==> src/rtl/signed_accum_8.sv <==
// signed_accum_8: sums blocks of BLOCK_LEN two's-complement samples into an ACC_W-bit total,
// valid/ready handshake on both sides. Optional clamping: define SIGNED_ACCUM_SATURATE_EN.
module signed_accum_8 #(
  parameter int N         = 8,
  parameter int ACC_W     = 16,
  parameter int BLOCK_LEN = 4
) (
  input  logic             clk,
  input  logic             rst_n,
  input  logic             clr,
  input  logic             in_valid,
  output logic             in_ready,
  input  logic [N-1:0]     res_signed,
  output logic             out_valid,
  input  logic             out_ready,
  output logic [ACC_W-1:0] out_sum,
  output logic             sat_flag,
  output logic [7:0]       count
);

  typedef enum logic [1:0] {
    IDLE,
    ACCUM,
    DONE
  } state_e;

  localparam logic [7:0] LAST_CNT = 8'(BLOCK_LEN - 1);

  state_e           state_q, state_d;
  logic [ACC_W-1:0] acc_q, acc_d;
  logic [7:0]       count_q, count_d;
  logic             sat_q, sat_d;
  logic [ACC_W-1:0] sample_ext;
  logic [ACC_W-1:0] add_res;
  logic             add_sat;

  assign sample_ext = {{(ACC_W - N){res_signed[N-1]}}, res_signed};

`ifdef SIGNED_ACCUM_SATURATE_EN
  // One guard bit: overflow iff the two top bits of the widened sum disagree.
  logic [ACC_W:0] sum_wide;

  always_comb begin
    sum_wide = {acc_q[ACC_W-1], acc_q} + {sample_ext[ACC_W-1], sample_ext};
    add_sat  = sum_wide[ACC_W] != sum_wide[ACC_W-1];
    if (!add_sat) begin
      add_res = sum_wide[ACC_W-1:0];
    end else if (sum_wide[ACC_W]) begin
      add_res = {1'b1, {(ACC_W - 1){1'b0}}};
    end else begin
      add_res = {1'b0, {(ACC_W - 1){1'b1}}};
    end
  end
`else
  assign add_res = acc_q + sample_ext;
  assign add_sat = 1'b0;
`endif

  always_comb begin
    state_d = state_q;
    acc_d   = acc_q;
    count_d = count_q;
    sat_d   = sat_q;
    if (clr) begin
      state_d = IDLE;
      acc_d   = '0;
      count_d = '0;
      sat_d   = 1'b0;
    end else begin
      case (state_q)
        IDLE: begin
          if (in_valid) begin
            acc_d   = sample_ext;
            count_d = 8'd1;
            state_d = (BLOCK_LEN == 1) ? DONE : ACCUM;
          end
        end
        ACCUM: begin
          if (in_valid) begin
            acc_d   = add_res;
            count_d = count_q + 8'd1;
            sat_d   = sat_q | add_sat;
            if (count_q == LAST_CNT) begin
              state_d = DONE;
            end
          end
        end
        DONE: begin
          if (out_ready) begin
            state_d = IDLE;
            acc_d   = '0;
            count_d = '0;
            sat_d   = 1'b0;
          end
        end
        default: begin
          state_d = IDLE;
          acc_d   = '0;
          count_d = '0;
          sat_d   = 1'b0;
        end
      endcase
    end
  end

  always_ff @(posedge clk or negedge rst_n) begin
    if (!rst_n) begin
      state_q <= IDLE;
      acc_q   <= '0;
      count_q <= '0;
      sat_q   <= 1'b0;
    end else begin
      state_q <= state_d;
      acc_q   <= acc_d;
      count_q <= count_d;
      sat_q   <= sat_d;
    end
  end

  assign in_ready  = (state_q != DONE);
  assign out_valid = (state_q == DONE);
  assign out_sum   = acc_q;
  assign sat_flag  = sat_q;
  assign count     = count_q;

endmodule

==> config.mk <==
export PLATFORM = sky130hd
export DESIGN_NAME = signed_accum_8
export DESIGN_NICKNAME = d
export VERILOG_FILES = /design/src/rtl/signed_accum_8.sv
export SDC_FILE = /design/constraint.sdc
export NUM_CORES = 1
export LEC_CHECK = 0
export CAP_MARGIN = 10
export CELL_PAD_IN_SITES_DETAIL_PLACEMENT = 1
export CELL_PAD_IN_SITES_GLOBAL_PLACEMENT = 1
export CORE_AREA = 2 2 72 74
export CTS_BUF_LIST = sky130_fd_sc_hd__clkbuf_8 sky130_fd_sc_hd__clkbuf_16
export DETAILED_ROUTE_END_ITERATION = 6
export DIE_AREA = 0 0 74 76
export HOLD_SLACK_MARGIN = 0.05
export PLACE_DENSITY_LB_ADDON = 0.1
export SLEW_MARGIN = 40
export SYNTH_ARGS = -nofsm -noshare
export SYNTH_HDL_FRONTEND = slang
export SYNTH_SLANG_ARGS = --single-unit
==> constraint.sdc <==
create_clock -name clk -period 4.2 [get_ports clk]
set_clock_uncertainty 0.1 [all_clocks]
set_input_delay 0.42 -clock clk [delete_from_list [all_inputs] [get_ports clk]]
set_output_delay 0.42 -clock clk [all_outputs]
set_load 0.01 [all_outputs]
### After elaboration in Yosys (flattened, before gate mapping)

Cells that the tools add are included.

| cells by class | value |
|---|---|
| reductions and logical operators | 5 |
| add/subtract/negate cells | 2 |
| multiplexer cells | 19 |
| equality and inequality tests | 9 |

Operator list:

| kind | number |
|---|---|
| $mux 16 | 4 |
| $pmux 16 s3 | 1 |
| $mux 8 | 4 |
| $pmux 8 s3 | 1 |
| $add 16x16->16 | 1 |
| $mux 2 | 5 |
| $ne 3x3->1 const B | 3 |
| $add 8x1->8 const B | 1 |
| $eq 8x2->1 const B | 1 |
| $pmux 2 s3 | 1 |
| $reduce_and 4->1 | 1 |
| $ne 3x2->1 const B | 1 |
| $reduce_and 3->1 | 1 |
| $eq 2x1->1 const B | 1 |
| $eq 2x2->1 const B | 1 |
| $logic_not 2->1 | 1 |
| $mux 1 | 2 |
| $ne 2x1->1 const B | 1 |
| $ne 2x2->1 const B | 1 |
| $pmux 1 s2 | 1 |
| $reduce_and 2->1 | 1 |
| $reduce_or 2->1 | 1 |

| storage, ports and cells | value |
|---|---|
| output and inout bits | 27 |
| logic and storage cells | 39 |
| bits of input ports | 13 |
| flip-flop bits (word level) | 27 |

### Longest topological paths before layout

Gate-level depths: netlist of the first run.

| depth | value |
|---|---|
| depth in word-level cells | 5 |
| gate-level depth with buffers | 9 |
| depth with buffers taken out | 9 |

### Worst setup path before layout of the first run

Ideal clock, no wire load.

| path | value |
|---|---|
| path type | register -> register |
| start point | register acc_q[0], in the netlist out_sum[0] |
| end point | register acc_q[14], in the netlist out_sum[14] |
| library setup time | 134 ps |
| required time | 3966 ps |
| slack | 2140 ps |
| arrival | 1826 ps |
| stages on the path, launching flop included | 10 |
| cell sequence | dfrtp_1 ha_1 inv_1 fa_1 nor2b_1 o2111ai_1 a21oi_1 o31a_1 xnor2_1 o21ai_0 |

| between the ends | value |
|---|---|
| longest elaborated chain between the ends | 4 |

RTL lines:

| item | RTL line | source |
|---|---|---|
| start, declared | 30 | `logic [ACC_W-1:0] acc_q, acc_d;` |
| start signal, assigned | 109 | `acc_q <= '0;` |
| start signal, assigned | 114 | `acc_q <= acc_d;` |
| $add 16x16->16 | 55 | `assign add_res = acc_q + sample_ext;` |
| $mux 16 | 79 | `if (in_valid) begin` |
| $pmux 16 s3 | 70 | `case (state_q)` |
| $mux 16 | 64 | `if (clr) begin` |

Every way passes these cells. The select of a mux whose other input is x is not followed.
A chain may end at the register's enable or synchronous reset.

### Worst setup path after layout of the first run

| path | value |
|---|---|
| start point | input res_signed[0] |
| end point | register acc_q[14], in the netlist out_sum[14] |

| between the ends | value |
|---|---|
| longest elaborated chain between the ends | 4 |

RTL lines:

| item | RTL line | source |
|---|---|---|
| start, declared | 13 | `input logic [N-1:0] res_signed,` |
| $add 16x16->16 | 55 |  |
| $mux 16 | 79 |  |
| $pmux 16 s3 | 70 |  |
| $mux 16 | 64 |  |

Every way passes these cells. The select of a mux whose other input is x is not followed.

==> insert_results.sql, run 1 <==
INSERT INTO impl_metrics (metric_group, metric, value, unit) VALUES
('run_status', 'outcome', 'complete, no violations', ''),
('cts', 'cts.path.max_buffers', '2', ''),
('timing', 'worst-slew-pin-transition', '0.590', 'ns'),
('cts', 'cts-hold-fix-buffers', '0', ''),
('routing', 'via_density_per_instance', '5.58', ''),
('power_and_ir_drop', 'p_int', '0.000528', 'W'),
('cts', 'number_of_buffers_added_by_the_clock_tree_synthesis_step', '3', ''),
('grt', 'grt_pass1_vias', '1828', ''),
('timing', 'max_slew_margin', '0.607', ''),
('die', 'placementRows', '26', ''),
('synthesis', 'synth-warning-count', '0', ''),
('grt', 'globalRouteTotalUtil', '0.202', ''),
('cts', 'postCtsSetupBuffers', '0', ''),
('worst_setup_path', 'max_stage_delay', '0.49', 'ns'),
('routing', 'drc', '0', ''),
('timing', 'unrepaired_setup_endpoints_after_global_routing', 'false', ''),
('die', 'num_io_pins', '40', ''),
('synthesis', 'edff_count_synth', '0', ''),
('worst_setup_path', 'crit_fanout', '3', ''),
('die', 'floorplan.die.height', '76', 'um'),
('synthesis', 'synth_seq_area_share', '0.339', ''),
('die', 'dieArea', '0.00562', 'sq mm'),
('power_and_ir_drop', 'power.switching', '0.000257', 'W'),
('timing', 'slew_violations', '0', ''),
('worst_setup_path', 'ws_path_type', 'in -> reg', ''),
('timing', 'setup_viol', '0', ''),
('synthesis', 'yosys_most_used_dff', 'dfrtp_1', ''),
('timing', 'max_freq', '0.387', 'GHz'),
('power_and_ir_drop', 'clock_power_share', '0.279', ''),
('cts', 'cts.sink_count', '26', ''),
('power_and_ir_drop', 'irDropWorstVdd', '0.000178', 'V'),
('power_and_ir_drop', 'seq_power_share', '0.376', ''),
('routing', 'antenna_violating_nets_post_route', '0', ''),
('worst_setup_path', 'critPathLaunchType', 'primary input', ''),
('worst_setup_path', 'cp_cell_sequence', 'clkdlybuf4s50_1, ha_1, inv_1, fa_1, nor2b_1, o2111ai_1, a21oi_1, o31a_1, xnor2_1, o21ai_0', ''),
('finish', 'diodes', '0', ''),
('placement', 'post-dp-hpwl', '4000', 'um'),
('worst_setup_path', 'setup.worst_path.end_class', 'flop', ''),
('grt', 'gr-total-overflow', '0', ''),
('timing', 'timing.final.hold_violations', '0', ''),
('worst_setup_path', 'worst_path_max_delay_cell', 'clkdlybuf4s50_1', ''),
('routing', 'detail_route.wl_per_cell', '16.2', 'um'),
('die', 'die-width', '74', 'um'),
('routing', 'dr_total_vias', '1829', ''),
('power_and_ir_drop', 'cellPowerDensity', '321', 'mW/mm^2'),
('synthesis', 'synthDistinctLibCells', '48', ''),
('finish', 'layout-drive-gt1-share', '0.0504', ''),
('power_and_ir_drop', 'netSwitchingFraction', '0.328', ''),
('synthesis', 'syn_area_per_cell', '8.72', 'sq um'),
('cts', 'tritoncts', 'built', ''),
('synthesis', 'syn_inst', '220', ''),
('synthesis', 'synth_nets', '250', ''),
('grt', 'grt_max_degree', '27', ''),
('die', 'start_util', '0.390', ''),
('finish', 'area_delta_synth_final', '27.4', '%'),
('routing', 'drt-met1-wl', '2620', 'um'),
('worst_setup_path', 'critical_path_arrival', '2.64', 'ns'),
('routing', 'first_iter_violations', '73', ''),
('worst_hold_path', 'hold_class', 'in -> async', ''),
('synthesis', 'synth_seq_cells', '26', ''),
('placement', 'io_buffer_count', '38', ''),
('cts', 'clk-insertion-delay-late', '0.28', 'ns'),
('cts', 'htree_levels', '1', ''),
('routing', 'dr.max_layer_used', 'met4', ''),
('cts', 'post_cts_resize_count', '0', ''),
('power_and_ir_drop', 'leakage_power', '1.08', 'nW'),
('grt', 'number_of_antenna_violations_at_the_first_check_in_global_routing', '0', ''),
('routing', 'drt_pass1_iterations', '4', ''),
('grt', 'grt_first_pass_wirelength', '9210', 'um'),
('routing', 'postRouteWirelength', '5320', 'um'),
('placement', 'routabilityCongestion', '0.802', ''),
('worst_setup_path', 'cp_data_required_time', '4.25', 'ns'),
('synthesis', 'synth_area', '0.00192', 'sq mm'),
('timing', 'fin_crit', '2.58', 'ns'),
('finish', 'nets', '289', ''),
('power_and_ir_drop', 'comb_power_share', '0.345', ''),
('finish', 'final_core_util', '0.497', ''),
('flow_run', 'drv_cap', '0', ''),
('routing', 'route.met2.wl', '2480', 'um'),
('synthesis', 'synthArstFlopShare', '1.00', ''),
('timing', 'fin_setup_tns', '0', 'ns'),
('cts', 'clk_pin_slew', '0.10', 'ns'),
('cts', 'ctsRootBufferMaster', 'clkbuf_8', ''),
('die', 'design.core.area', '0.00491', 'sq mm'),
('timing', 'period_share', '0.615', ''),
('routing', 'met3RoutedLength', '162', 'um');
## power groups by stage
stage          Combinational (W)  Sequential (W)  Clock, W
2_1_floorplan           0.000161        0.000303         0
3_3_place_gp            0.000265        0.000299         0
3_5_place_dp            0.000272        0.000300         0
4_1_cts                 0.000273        0.000295  0.000228
5_1_grt                 0.000304        0.000298  0.000236
6_report                0.000271        0.000295  0.000219
## synth_stat cells, types with 2 or more instances
cell type / number / area share
nand2_1: 23 / 0.045
a211oi_1: 4 / 0.016
nor2_1: 14 / 0.027
a21oi_1: 20 / 0.052
ha_1: 16 / 0.10
nor3_1: 5 / 0.013
buf_4: 3 / 0.012
xnor2_1: 6 / 0.027
and2_1: 4 / 0.013
a221o_1: 3 / 0.016
dfrtp_1: 26 / 0.34
a22oi_1: 4 / 0.016
o21bai_1: 2 / 0.0078
nor2b_1: 2 / 0.0065
buf_2: 2 / 0.0052
xor2_1: 5 / 0.023
clkbuf_1: 3 / 0.0059
nor4_1: 2 / 0.0065
o21ai_0: 21 / 0.055
and3_1: 7 / 0.023
nand2b_1: 3 / 0.0098
o21ai_1: 3 / 0.0078
mux2i_1: 5 / 0.026
nand4_1: 5 / 0.016
a31oi_1: 2 / 0.0065
inv_1: 7 / 0.014
a2bb2oi_1: 2 / 0.0091
## critical path: cells and delay by family
family          cells  cell delay, ns
compound gates      4            0.77
fa+ha+maj           2            0.55
xor+xnor            1            0.12
simple gates        1            0.24
buf+inv             2            0.54
## state kept, by name, summed over array words and instances, names as in the netlist
register / flops
out_sum: 16
state_q: 2
count: 8
## cells in the final DEF, fill, tap and decap left out, types with 4 or more instances in the layout
cell             netlist  final
a211oi_1               4      4
a21oi_1               20     20
a22oi_1                4      4
and2_1                 4      4
and3_1                 7      7
buf_4                  3      4
clkdlybuf4s50_1        0     38
dfrtp_1               26     26
ha_1                  16     16
inv_1                  7      7
mux2i_1                5      5
nand2_1               23     23
nand4_1                5      5
nor2_1                14     14
nor3_1                 5      5
o21ai_0               21     21
xnor2_1                6      6
xor2_1                 5      5
## metal layers
metal,vias up,track usage
met5,-,0
met4,0,0.0382
met3,7,0.0225
met2,35,0.328
met1,895,0.290
li1,892,-
## cells by family after synthesis
logic type | Yosys count | synth area share
AOI/OAI and AO/OA | 75 | 0.249
xor gates and xnor gates | 11 | 0.0502
adders and majority gates | 17 | 0.115
buffers and inverters | 15 | 0.0365
DFF | 26 | 0.339
muxes | 5 | 0.0261
other | 1 | 0.00196
and+or+nand+nor | 70 | 0.183
## cell type report
class,instances,area (sq um)
fillers,586,2470
multi-input cells,179,1200
flip-flops and latches,26,651
repair buffers,42,410
well taps,70,87.6
clock buffers,3,41.3
clock inverters,1,30.0
inverters,7,26.3
## through the flow
| step | hold slack [ns] | cell area [sq um] | setup WS (ns) | power, W | std cells |
|---|---|---|---|---|---|
| floorplan | 0.0244 | 1920 | 2.14 | 0.000464 | 220 |
| global placement | 0.407 | 2370 | 1.34 | 0.000565 | 324 |
| detailed placement | 0.425 | 2370 | 1.32 | 0.000572 | 324 |
| CTS | 0.426 | 2440 | 1.62 | 0.000797 | 328 |
| global route | 0.446 | 2440 | 1.44 | 0.000838 | 328 |
| finish | 0.418 | 2440 | 1.62 | 0.000785 | 328 |
## final timing paths
| check | start | endpoint | slack, ns | cells after the start |
|---|---|---|---|---|
| max | res_signed[0] | out_sum[14]$_DFFE_PN0P_ | 1.62 | 10 |
| min in group clk | count[7]$_DFFE_PN0P_ | count[7]$_DFFE_PN0P_ | 0.43 | 1 |
| min reg2reg | count[7]$_DFFE_PN0P_ | count[7]$_DFFE_PN0P_ | 0.43 | 1 |
| max reg2reg | out_sum[0]$_DFFE_PN0P_ | out_sum[14]$_DFFE_PN0P_ | 1.86 | 9 |
| min | rst_n | count[0]$_DFFE_PN0P_ | 0.42 | 2 |
| max in group asynchronous | rst_n | state_q[0]$_DFFE_PN0P_ | 3.32 | 2 |
Power figures use the tool's default switching activity.
==> inputs of run 2 (changes only) <==
Settings changed: CORE_AREA 2 2 72 74 to 2 2 75 77, DIE_AREA 0 0 74 76 to 0 0 77 79.
Clock period 4.2 ns to 2.4 ns, I/O delays scaled along.
==> run 2 against run 1 <==
Net effect:
- combinational power is 94% higher
- non-clock buffer count is 17 higher
- sequential share of layout area is 1.5 points lower
- critical endpoint unchanged
- largest power group is now combinational cells
==> insert_results.sql, run 2 (synthesized netlist as in run 1, its figures left out) <==
INSERT INTO impl_metrics (metric_group, metric, value, unit) VALUES
('routing', 'antenna_violating_nets_post_route', '0', ''),
('die', 'dieArea', '0.00608', 'sq mm'),
('routing', 'drc', '0', ''),
('worst_hold_path', 'hold_class', 'in -> async', ''),
('cts', 'number_of_buffers_added_by_the_clock_tree_synthesis_step', '3', ''),
('grt', 'grt_first_pass_wirelength', '9600', 'um'),
('run_status', 'outcome', 'complete, no violations', ''),
('timing', 'timing.final.hold_violations', '0', ''),
('die', 'design.core.area', '0.00534', 'sq mm'),
('worst_setup_path', 'critPathLaunchType', 'primary input', ''),
('timing', 'slew_violations', '0', ''),
('power_and_ir_drop', 'leakage_power', '1.16', 'nW'),
('worst_setup_path', 'critical_path_arrival', '2.27', 'ns'),
('finish', 'area_delta_synth_final', '35.2', '%'),
('routing', 'drt_pass1_iterations', '4', ''),
('finish', 'layout-drive-gt1-share', '0.116', ''),
('cts', 'ctsRootBufferMaster', 'clkbuf_8', ''),
('cts', 'cts-hold-fix-buffers', '0', ''),
('finish', 'layout.cells.most_common', 'clkdlybuf4s50_1', ''),
('die', 'floorplan.die.height', '79', 'um'),
('timing', 'max_freq', '0.451', 'GHz'),
('cts', 'cts.sink_count', '26', ''),
('routing', 'detail_route.wl_per_cell', '16.4', 'um'),
('timing', 'worst-slew-pin-transition', '0.628', 'ns'),
('placement', 'io_buffer_count', '38', ''),
('finish', 'final.fill_count', '678', ''),
('cts', 'cts.path.max_buffers', '2', ''),
('placement', 'dpl_worst_slack', '-0.174', 'ns'),
('power_and_ir_drop', 'irDropWorstVdd', '0.000327', 'V'),
('timing', 'unrepaired_setup_endpoints_after_global_routing', 'false', ''),
('routing', 'via_density_per_instance', '5.41', ''),
('flow_run', 'drv_cap', '0', ''),
('cts', 'htree_levels', '1', ''),
('cts', 'clk-insertion-delay-late', '0.29', 'ns'),
('die', 'placementRows', '27', ''),
('worst_setup_path', 'ws_path_type', 'in -> reg', ''),
('grt', 'gr-total-overflow', '0', ''),
('timing', 'setup_viol', '0', ''),
('grt', 'grt_max_degree', '31', ''),
('die', 'die-width', '77', 'um'),
('timing', 'max_slew_margin', '0.580', ''),
('die', 'num_io_pins', '40', ''),
('cts', 'tritoncts', 'built', ''),
('die', 'start_util', '0.359', ''),
('timing', 'period_share', '0.923', ''),
('timing', 'setup_ws', '0.184', 'ns'),
('routing', 'dr_total_vias', '1878', ''),
('grt', 'globalRouteTotalUtil', '0.198', ''),
('power_and_ir_drop', 'cellPowerDensity', '551', 'mW/mm^2'),
('finish', 'nets', '306', ''),
('timing', 'fin_setup_tns', '0', 'ns'),
('timing', 'fin_crit', '2.22', 'ns'),
('finish', 'final_cell_mix', '38 x clkdlybuf4s50_1, 26 x dfrtp_1, 23 x nand2_1', ''),
('finish', 'largest_register_ffs', '16', ''),
('cts', 'clk_pin_slew', '0.10', 'ns'),
('placement', 'routabilityCongestion', '0.825', ''),
('placement', 'post-dp-hpwl', '4260', 'um'),
('power_and_ir_drop', 'p_total', '0.00143', 'W'),
('worst_setup_path', 'crit_fanout', '3', ''),
('worst_setup_path', 'cp_data_required_time', '2.45', 'ns'),
('cts', 'postCtsSetupBuffers', '0', ''),
('cts', 'post_cts_resize_count', '0', ''),
('routing', 'first_iter_violations', '51', ''),
('grt', 'grt_pass1_vias', '1964', ''),
('worst_setup_path', 'rrSetupSlack', '0.24', 'ns'),
('grt', 'number_of_antenna_violations_at_the_first_check_in_global_routing', '0', ''),
('routing', 'postRouteWirelength', '5680', 'um'),
('worst_setup_path', 'setup.worst_path.end_class', 'flop', ''),
('finish', 'final_core_util', '0.486', ''),
('finish', 'diodes', '0', '');
run 2: changes by cell type in the layout (fill, tap and decap cells not counted):
| cell | change |
|---|---|
| buf_4 | +16 |
| nor2b_1 | -1 |
| a21oi_1 | -1 |
| nor2b_2 | +1 |
| a21oi_2 | +1 |
| buf_12 | +1 |
run 2: layer usage:
metal / track usage / part of all wire / vias up / wire, um
li1: - / - / 924 / -
met1: 0.251 / 0.47 / 915 / 2670
met2: 0.351 / 0.49 / 30 / 2780
met3: 0.0273 / 0.024 / 9 / 138
met4: 0.0589 / 0.016 / 0 / 91
met5: 0 / 0 / - / 0
run 2: metrics by stage:
| step | hold slack, ns | cell area [sq um] | std cells |
|---|---|---|---|
| after floorplan | -0.156 | 1920 | 220 |
| after global placement | 0.416 | 2510 | 343 |
| after detailed placement | 0.424 | 2510 | 343 |
| after CTS | 0.237 | 2590 | 347 |
| after global routing | 0.241 | 2590 | 347 |
| final | 0.223 | 2590 | 347 |
run 2: path summary, 6_finish.rpt:
kind / startpoint / end / cells after the start
max: res_signed[0] / out_sum[14]$_DFFE_PN0P_ / 10
min: rst_n / out_sum[2]$_DFFE_PN0P_ / 2
max reg2reg: out_sum[0]$_DFFE_PN0P_ / out_sum[14]$_DFFE_PN0P_ / 9
min reg2reg: count[7]$_DFFE_PN0P_ / count[7]$_DFFE_PN0P_ / 1
max in group asynchronous: rst_n / out_sum[5]$_DFFE_PN0P_ / 2
min in group clk: count[7]$_DFFE_PN0P_ / count[7]$_DFFE_PN0P_ / 1
run 2: power by group:
part           total (W)  switching (W)  internal (W)
sequential      0.000515      0.0000397      0.000476
combinational   0.000527       0.000264      0.000264
clock           0.000387       0.000163      0.000224
run 2: worst max-delay path, cell delays in order:
cell,delay (ns)
clkdlybuf4s50_1,0.48
ha_1,0.17
inv_1,0.05
fa_1,0.39
nor2b_2,0.16
o2111ai_1,0.17
a21oi_2,0.23
o31a_1,0.17
xnor2_1,0.11
o21ai_0,0.08
run 2: cell type report:
type / instances / area, sq um / area share
multi-input combinational: 179 / 1200 / 0.464
sequential: 26 / 651 / 0.251
timing repair buffer: 59 / 551 / 0.212
tap: 72 / 90.1 / 0.0347
clock buffer: 3 / 41.3 / 0.0159
clock inverter: 1 / 30.0 / 0.0116
inverter: 7 / 26.3 / 0.0101
